## src/rtl/vpu_alu_vec_iadd_if.sv

```systemverilog
// Operand/result bus for vpu_alu_vec_iadd. Optional ovf_o exists only when
// VPU_IADD_OVF_FLAG_EN is defined.
interface vpu_alu_vec_iadd_if #(
    parameter int LANES  = 4,
    parameter int ELEM_W = 8
);
    logic                      in_valid_i;
    logic                      in_ready_o;
    logic [LANES*ELEM_W-1:0]   op_0_i;
    logic [LANES*ELEM_W-1:0]   op_1_i;
    logic [LANES*ELEM_W-1:0]   op_2_i;
    logic                      op2_en_i;
    logic [1:0]                mode_i;
    logic                      out_valid_o;
    logic                      out_ready_i;
    logic [LANES*ELEM_W-1:0]   result_o;
`ifdef VPU_IADD_OVF_FLAG_EN
    logic [LANES-1:0]          ovf_o;
`endif

    modport slave (
        input  in_valid_i, op_0_i, op_1_i, op_2_i, op2_en_i, mode_i, out_ready_i,
`ifdef VPU_IADD_OVF_FLAG_EN
        output ovf_o,
`endif
        output in_ready_o, out_valid_o, result_o
    );

    modport master (
        output in_valid_i, op_0_i, op_1_i, op_2_i, op2_en_i, mode_i, out_ready_i,
`ifdef VPU_IADD_OVF_FLAG_EN
        input  ovf_o,
`endif
        input  in_ready_o, out_valid_o, result_o
    );
endinterface

```

## src/rtl/vpu_alu_vec_iadd.sv

```systemverilog
// Multi-lane pipelined integer adder (wrap / unsigned-sat / signed-sat per beat).
// Define VPU_IADD_OVF_FLAG_EN to add the per-lane overflow flag output ovf_o.
module vpu_alu_vec_iadd #(
    parameter int LANES       = 4,
    parameter int ELEM_W      = 8,
    parameter int PIPE_STAGES = 2
) (
    input  logic                 clk,
    input  logic                 rst,
    vpu_alu_vec_iadd_if.slave    bus
);
    localparam int RW   = LANES * ELEM_W;
    localparam int XW   = ELEM_W + 2;
    localparam int LAST = PIPE_STAGES - 1;

    // Handshake: a beat transfers on a side when its valid and ready are both
    // high at the rising edge; a producer holds valid and data until it transfers.
    // The whole pipeline advances when the output slot is empty or being popped.

    function automatic logic [XW-1:0] lane_sum(
        input logic [ELEM_W-1:0] a,
        input logic [ELEM_W-1:0] b,
        input logic [ELEM_W-1:0] c,
        input logic              en,
        input logic [1:0]        mode
    );
        logic          sx;
        logic [XW-1:0] ea;
        logic [XW-1:0] eb;
        logic [XW-1:0] ec;
        sx = (mode == 2'b10);
        ea = {{2{sx & a[ELEM_W-1]}}, a};
        eb = {{2{sx & b[ELEM_W-1]}}, b};
        ec = en ? {{2{sx & c[ELEM_W-1]}}, c} : '0;
        return ea + eb + ec;
    endfunction

    function automatic logic [ELEM_W-1:0] lane_sat(input logic [XW-1:0] s, input logic [1:0] mode);
        logic [ELEM_W-1:0] r;
        r = s[ELEM_W-1:0];
        case (mode)
            2'b01: if (|s[XW-1:ELEM_W]) r = '1;
            2'b10: begin
                // In range iff the top three bits of the signed sum agree.
                if (~s[XW-1] & (|s[XW-2:ELEM_W-1]))
                    r = {1'b0, {(ELEM_W-1){1'b1}}};
                else if (s[XW-1] & ~(&s[XW-2:ELEM_W-1]))
                    r = {1'b1, {(ELEM_W-1){1'b0}}};
            end
            default: r = s[ELEM_W-1:0];
        endcase
        return r;
    endfunction

`ifdef VPU_IADD_OVF_FLAG_EN
    function automatic logic lane_ovf(input logic [XW-1:0] s, input logic [1:0] mode);
        logic f;
        if (mode == 2'b10)
            f = (~s[XW-1] & (|s[XW-2:ELEM_W-1])) | (s[XW-1] & ~(&s[XW-2:ELEM_W-1]));
        else
            f = |s[XW-1:ELEM_W];
        return f;
    endfunction
`endif

    logic [XW-1:0]    sum_w [LANES];
    logic [RW-1:0]    res_d;
    logic             valid_d;
    logic             adv;
    logic             valid_q [PIPE_STAGES];
    logic [RW-1:0]    res_q   [PIPE_STAGES];
`ifdef VPU_IADD_OVF_FLAG_EN
    logic [LANES-1:0] ovf_d;
    logic [LANES-1:0] ovf_q   [PIPE_STAGES];
`endif

    for (genvar k = 0; k < LANES; k++) begin : g_lane
        assign sum_w[k] = lane_sum(bus.op_0_i[k*ELEM_W +: ELEM_W],
                                   bus.op_1_i[k*ELEM_W +: ELEM_W],
                                   bus.op_2_i[k*ELEM_W +: ELEM_W],
                                   bus.op2_en_i, bus.mode_i);
    end

    always_comb begin
        res_d = '0;
`ifdef VPU_IADD_OVF_FLAG_EN
        ovf_d = '0;
`endif
        for (int k = 0; k < LANES; k++) begin
            res_d[k*ELEM_W +: ELEM_W] = lane_sat(sum_w[k], bus.mode_i);
`ifdef VPU_IADD_OVF_FLAG_EN
            ovf_d[k] = lane_ovf(sum_w[k], bus.mode_i);
`endif
        end
    end

    assign valid_d        = bus.in_valid_i;
    assign adv            = ~valid_q[LAST] | bus.out_ready_i;
    assign bus.in_ready_o = adv;

    // Stage 0 holds the computed beat; later stages are pure delay.
    always_ff @(posedge clk) begin
        if (rst) begin
            for (int s = 0; s < PIPE_STAGES; s++) begin
                valid_q[s] <= 1'b0;
                res_q[s]   <= '0;
`ifdef VPU_IADD_OVF_FLAG_EN
                ovf_q[s]   <= '0;
`endif
            end
        end else if (adv) begin
            valid_q[0] <= valid_d;
            res_q[0]   <= res_d;
`ifdef VPU_IADD_OVF_FLAG_EN
            ovf_q[0]   <= ovf_d;
`endif
            for (int s = 1; s < PIPE_STAGES; s++) begin
                valid_q[s] <= valid_q[s-1];
                res_q[s]   <= res_q[s-1];
`ifdef VPU_IADD_OVF_FLAG_EN
                ovf_q[s]   <= ovf_q[s-1];
`endif
            end
        end
    end

    assign bus.out_valid_o = valid_q[LAST];
    assign bus.result_o    = res_q[LAST];
`ifdef VPU_IADD_OVF_FLAG_EN
    assign bus.ovf_o       = ovf_q[LAST];
`endif
endmodule

```

## src/flat_wrapper.sv

```systemverilog
// flat-port wrapper written by rule: the top's interface ports become plain ports
module vpu_alu_vec_iadd_flat 
#(
    parameter int LANES       = 4,
    parameter int ELEM_W      = 8,
    parameter int PIPE_STAGES = 2
)
  (clk, rst, bus_in_valid_i, bus_op_0_i, bus_op_1_i, bus_op_2_i, bus_op2_en_i, bus_mode_i, bus_out_ready_i, bus_in_ready_o, bus_out_valid_o, bus_result_o);
  vpu_alu_vec_iadd_if #(.LANES(LANES), .ELEM_W(ELEM_W)) bus_i ();
  input  logic clk;
  input  logic rst;
  input wire logic [$bits(bus_i.in_valid_i)-1:0] bus_in_valid_i;
  input wire logic [$bits(bus_i.op_0_i)-1:0] bus_op_0_i;
  input wire logic [$bits(bus_i.op_1_i)-1:0] bus_op_1_i;
  input wire logic [$bits(bus_i.op_2_i)-1:0] bus_op_2_i;
  input wire logic [$bits(bus_i.op2_en_i)-1:0] bus_op2_en_i;
  input wire logic [$bits(bus_i.mode_i)-1:0] bus_mode_i;
  input wire logic [$bits(bus_i.out_ready_i)-1:0] bus_out_ready_i;
  output wire logic [$bits(bus_i.in_ready_o)-1:0] bus_in_ready_o;
  output wire logic [$bits(bus_i.out_valid_o)-1:0] bus_out_valid_o;
  output wire logic [$bits(bus_i.result_o)-1:0] bus_result_o;
  assign bus_i.in_valid_i = bus_in_valid_i;
  assign bus_i.op_0_i = bus_op_0_i;
  assign bus_i.op_1_i = bus_op_1_i;
  assign bus_i.op_2_i = bus_op_2_i;
  assign bus_i.op2_en_i = bus_op2_en_i;
  assign bus_i.mode_i = bus_mode_i;
  assign bus_i.out_ready_i = bus_out_ready_i;
  assign bus_in_ready_o = bus_i.in_ready_o;
  assign bus_out_valid_o = bus_i.out_valid_o;
  assign bus_result_o = bus_i.result_o;
  vpu_alu_vec_iadd #(.LANES(LANES), .ELEM_W(ELEM_W), .PIPE_STAGES(PIPE_STAGES)) u_core (.clk(clk), .rst(rst), .bus(bus_i));
endmodule
```

## config.mk

```make
export PLATFORM = sky130hd
export DESIGN_NAME = vpu_alu_vec_iadd_flat
export DESIGN_NICKNAME = d
export VERILOG_FILES = /design/src/rtl/vpu_alu_vec_iadd_if.sv /design/src/rtl/vpu_alu_vec_iadd.sv /design/src/flat_wrapper.sv
export SDC_FILE = /design/constraint.sdc
export NUM_CORES = 1
export LEC_CHECK = 0
export CAP_MARGIN = 0
export CORE_ASPECT_RATIO = 1.75
export CORE_MARGIN = 2
export CORE_UTILIZATION = 60
export DETAILED_ROUTE_END_ITERATION = 10
export DONT_BUFFER_PORTS = 1
export GPL_ROUTABILITY_DRIVEN = 0
export PLACE_DENSITY_LB_ADDON = 0.3
export SLEW_MARGIN = 10
export SYNTH_ARGS = -nofsm -noshare
export SYNTH_HDL_FRONTEND = slang
export SYNTH_SLANG_ARGS = --single-unit
```

## constraint.sdc

```tcl
create_clock -name clk -period 8.3 [get_ports clk]
set_input_delay 0.83 -clock clk [delete_from_list [all_inputs] [get_ports clk]]
set_output_delay 0.83 -clock clk [all_outputs]
set_load 0.05 [all_outputs]
```

==> results.json <==
{
  "run_status": "complete, no violations",
  "portBuffers": 0,
  "htreeDepth": 3,
  "hold_viol_final": 0,
  "num_vias": 3578,
  "rsz0062_at_grt": "no",
  "fin_worst_skew_ps": 4.09,
  "cp_cell_sequence": "inv_1 > ha_1 > and3_1 > fa_1 > ha_1 > nor4_1 > o21ai_0 > o21ai_0 > a311oi_2 > and3_2 > o21bai_4 > a21oi_2",
  "die-area_um2": 10300,
  "cts_setup_buffers": 0,
  "core_um2": 9350,
  "arrival_ps": 3790,
  "p_total_mw": 1.26,
  "yosysTopAreaCell": "edfxtp_1",
  "path_class": "in -> reg",
  "setup_viol": 0,
  "groute.usage.overall_pct": 22.0,
  "synth_simple_gate_area_share_pct": 17.3,
  "crit_family": "adder cells",
  "async_reset_ff_share_pct": 0,
  "ios": 137,
  "grt_pass1_vias": 3833,
  "grt_max_degree": 67,
  "path_clk_slew_ps": 50,
  "synthTopCellsByArea": "edfxtp_1 (35%), fa_1 (14%), and2_1 (7.8%), ha_1 (7.5%), buf_4 (4.2%)",
  "synth_fp_nets": 699,
  "period_minus_slack_ps": 3720,
  "synth_edf_count": 66,
  "synth-compound-area-share_pct": 13.4,
  "hold_buffers": 0,
  "via_per_inst": 5.80,
  "dp_hpwl_um": 8190,
  "cts_tree": "done",
  "synthAdderAreaFrac_pct": 21.6,
  "drc": 0,
  "synth_seq_cells": 66,
  "fmax_mhz": 268,
  "start_util_pct": 60.6,
  "synth_top_family_by_area": "adder cells",
  "ys_seq_area_share_pct": 35.0,
  "post_cts_resized": 0,
  "drtAntennaViolNets": 0,
  "synthesis.area_um2": 5670,
  "slew_viol_final": 0,
  "required_ps": 8370,
  "avgSynthCellArea_um2": 10.9,
  "yosys_most_used_dff": "edfxtp_1",
  "cts_buffers": 9,
  "die_h_um": 133,
  "fp-row-count": 47,
  "drtPass1Iterations": 6,
  "fin_nets": 667,
  "synth.distinct_cells": 63,
  "syn_to_final_growth_pct": 2.41,
  "holdCritPathClass": "reg -> reg",
  "p_per_area_nw_per_um2": 218,
  "routed_wl_um": 10300,
  "maxSlewHeadroom_pct": 47.0,
  "rrSetupSlack_ps": 5600,
  "cp_max_fo": 20,
  "insertion_delay_ps": 330,
  "synth_mux_area_share_pct": 0,
  "tightest_slew_ps": 794,
  "timing.critical_path.buf_inv": 1,
  "leakage_nw": 2.44,
  "antenna_cells": 0,
  "start_kind": "input port",
  "maxCapViolations": 0,
  "die_w_um": 77.5,
  "overflow": 0,
  "critPathSlowestCell": "ha_1",
  "drtIter0Drc": 141,
  "fin_tns_setup_ps": 0,
  "clockRootBuffer": "clkbuf_16",
  "cts_num_sinks": 66,
  "vdd_drop_max_mv": 0.146,
  "grt_pass1_wl_um": 17700,
  "clockBufferDepth": 2,
  "postSynthCellCount": 522,
  "synth_top_area_share_pct": 35.0,
  "synth_xor_area_share_pct": 4.77,
  "antenna_found_initial": 0,
  "slowest_delay_ps": 510,
  "min_period_over_period_pct": 44.9,
  "synth_warnings": 0,
  "drive_gt1_share_pct": 9.29,
  "wl_per_cell_um": 16.7,
  "crit_path_end_kind": "register"
}
worst register-to-register path: stages (launching register included):
cell,delay [ps]
edfxtp_1,610
nand2b_1,550
nor2b_2,250
buf_4,280
nand2_1,140
o22ai_1,530
o21a_1,210
cell families (layout without fill, tap and decap cells):
family / count (synthesis) / count (layout)
adder cells (fa/ha/maj): 74 / 74
flip-flops: 66 / 66
buffers and inverters: 86 / 59
AND/OR/NAND/NOR: 169 / 169
XOR/XNOR: 30 / 30
AO/OA/AOI/OAI: 97 / 97
synth_stat cells (all sizes together), types with 12 or more instances:
cell / number
nor2: 29
nand2b: 12
xnor2: 24
o21a: 25
ha: 34
o21ai: 14
fa: 40
and2: 71
a21oi: 22
edfxtp: 66
inv: 40
buf: 34
layout make-up:
class	count	area, um^2
clock buffer	10	229
clock inverter	6	33.8
fill	757	3540
inverter	41	154
multi-input combinational	370	3240
sequential	66	1980
tap	122	153
timing repair buffer	2	15.0
sequential cells by signal, summed over array words and instances, names as in the netlist:
name,count
u_core.res_q,64
u_core.valid_q,2
layout by cell type, fill, tap and decap left out, types with 6 or more instances in the layout:
| master | instances |
|---|---|
| and2_1 | 71 |
| edfxtp_1 | 66 |
| inv_1 | 40 |
| fa_1 | 40 |
| ha_1 | 34 |
| nor2_1 | 28 |
| o21a_1 | 25 |
| xnor2_1 | 23 |
| a21oi_1 | 15 |
| nand2b_1 | 12 |
| nor3_1 | 10 |
| nand2_1 | 9 |
| clkbuf_16 | 9 |
| o21ai_1 | 7 |
| a21oi_2 | 7 |
| nand3_1 | 7 |
| o21ai_0 | 6 |
| xor2_1 | 6 |
final timing paths:
path,from,end,depth (start not counted)
hold reg to reg,u_core.res_q[0][14],u_core.res_q[0][46],1
hold / removal,u_core.res_q[0][14],u_core.res_q[0][46],1
setup / recovery,bus_mode_i[0],u_core.res_q[0][30],12
setup reg to reg,u_core.valid_q[0][1],u_core.res_q[0][3],6
metal layers:
layer | share of wire (%) | global-route usage, % | vias up | wire length, um
met5 | 0 | 0 | - | 0
met4 | 2.9 | 10.4 | 0 | 301
met3 | 4.9 | 4.71 | 23 | 501
met2 | 58 | 41.4 | 111 | 5930
met1 | 35 | 22.5 | 1739 | 3560
li1 | - | - | 1705 | -
report_power, final:
group	internal, mW	switching, mW	total (mW)
logic	0.181	0.221	0.402
clock network	0.199	0.132	0.331
registers	0.439	0.0917	0.530
total	0.818	0.446	1.26
through the flow:
stage / hold WS [ps] / cell area (um^2) / utilization (%) / worst slack (ps) / std cells
6_report: 515 / 5810 / 62.1 / 4580 / 617
5_1_grt: 529 / 5810 / 62.1 / 4260 / 617
2_1_floorplan: 497 / 5670 / - / 4360 / 522
3_3_place_gp: 500 / 5540 / 59.3 / 4330 / 601
4_1_cts: 514 / 5810 / 62.1 / 4570 / 617
3_5_place_dp: 502 / 5540 / 59.3 / 4220 / 601
Note: power is estimated with default switching activity, not from simulation.
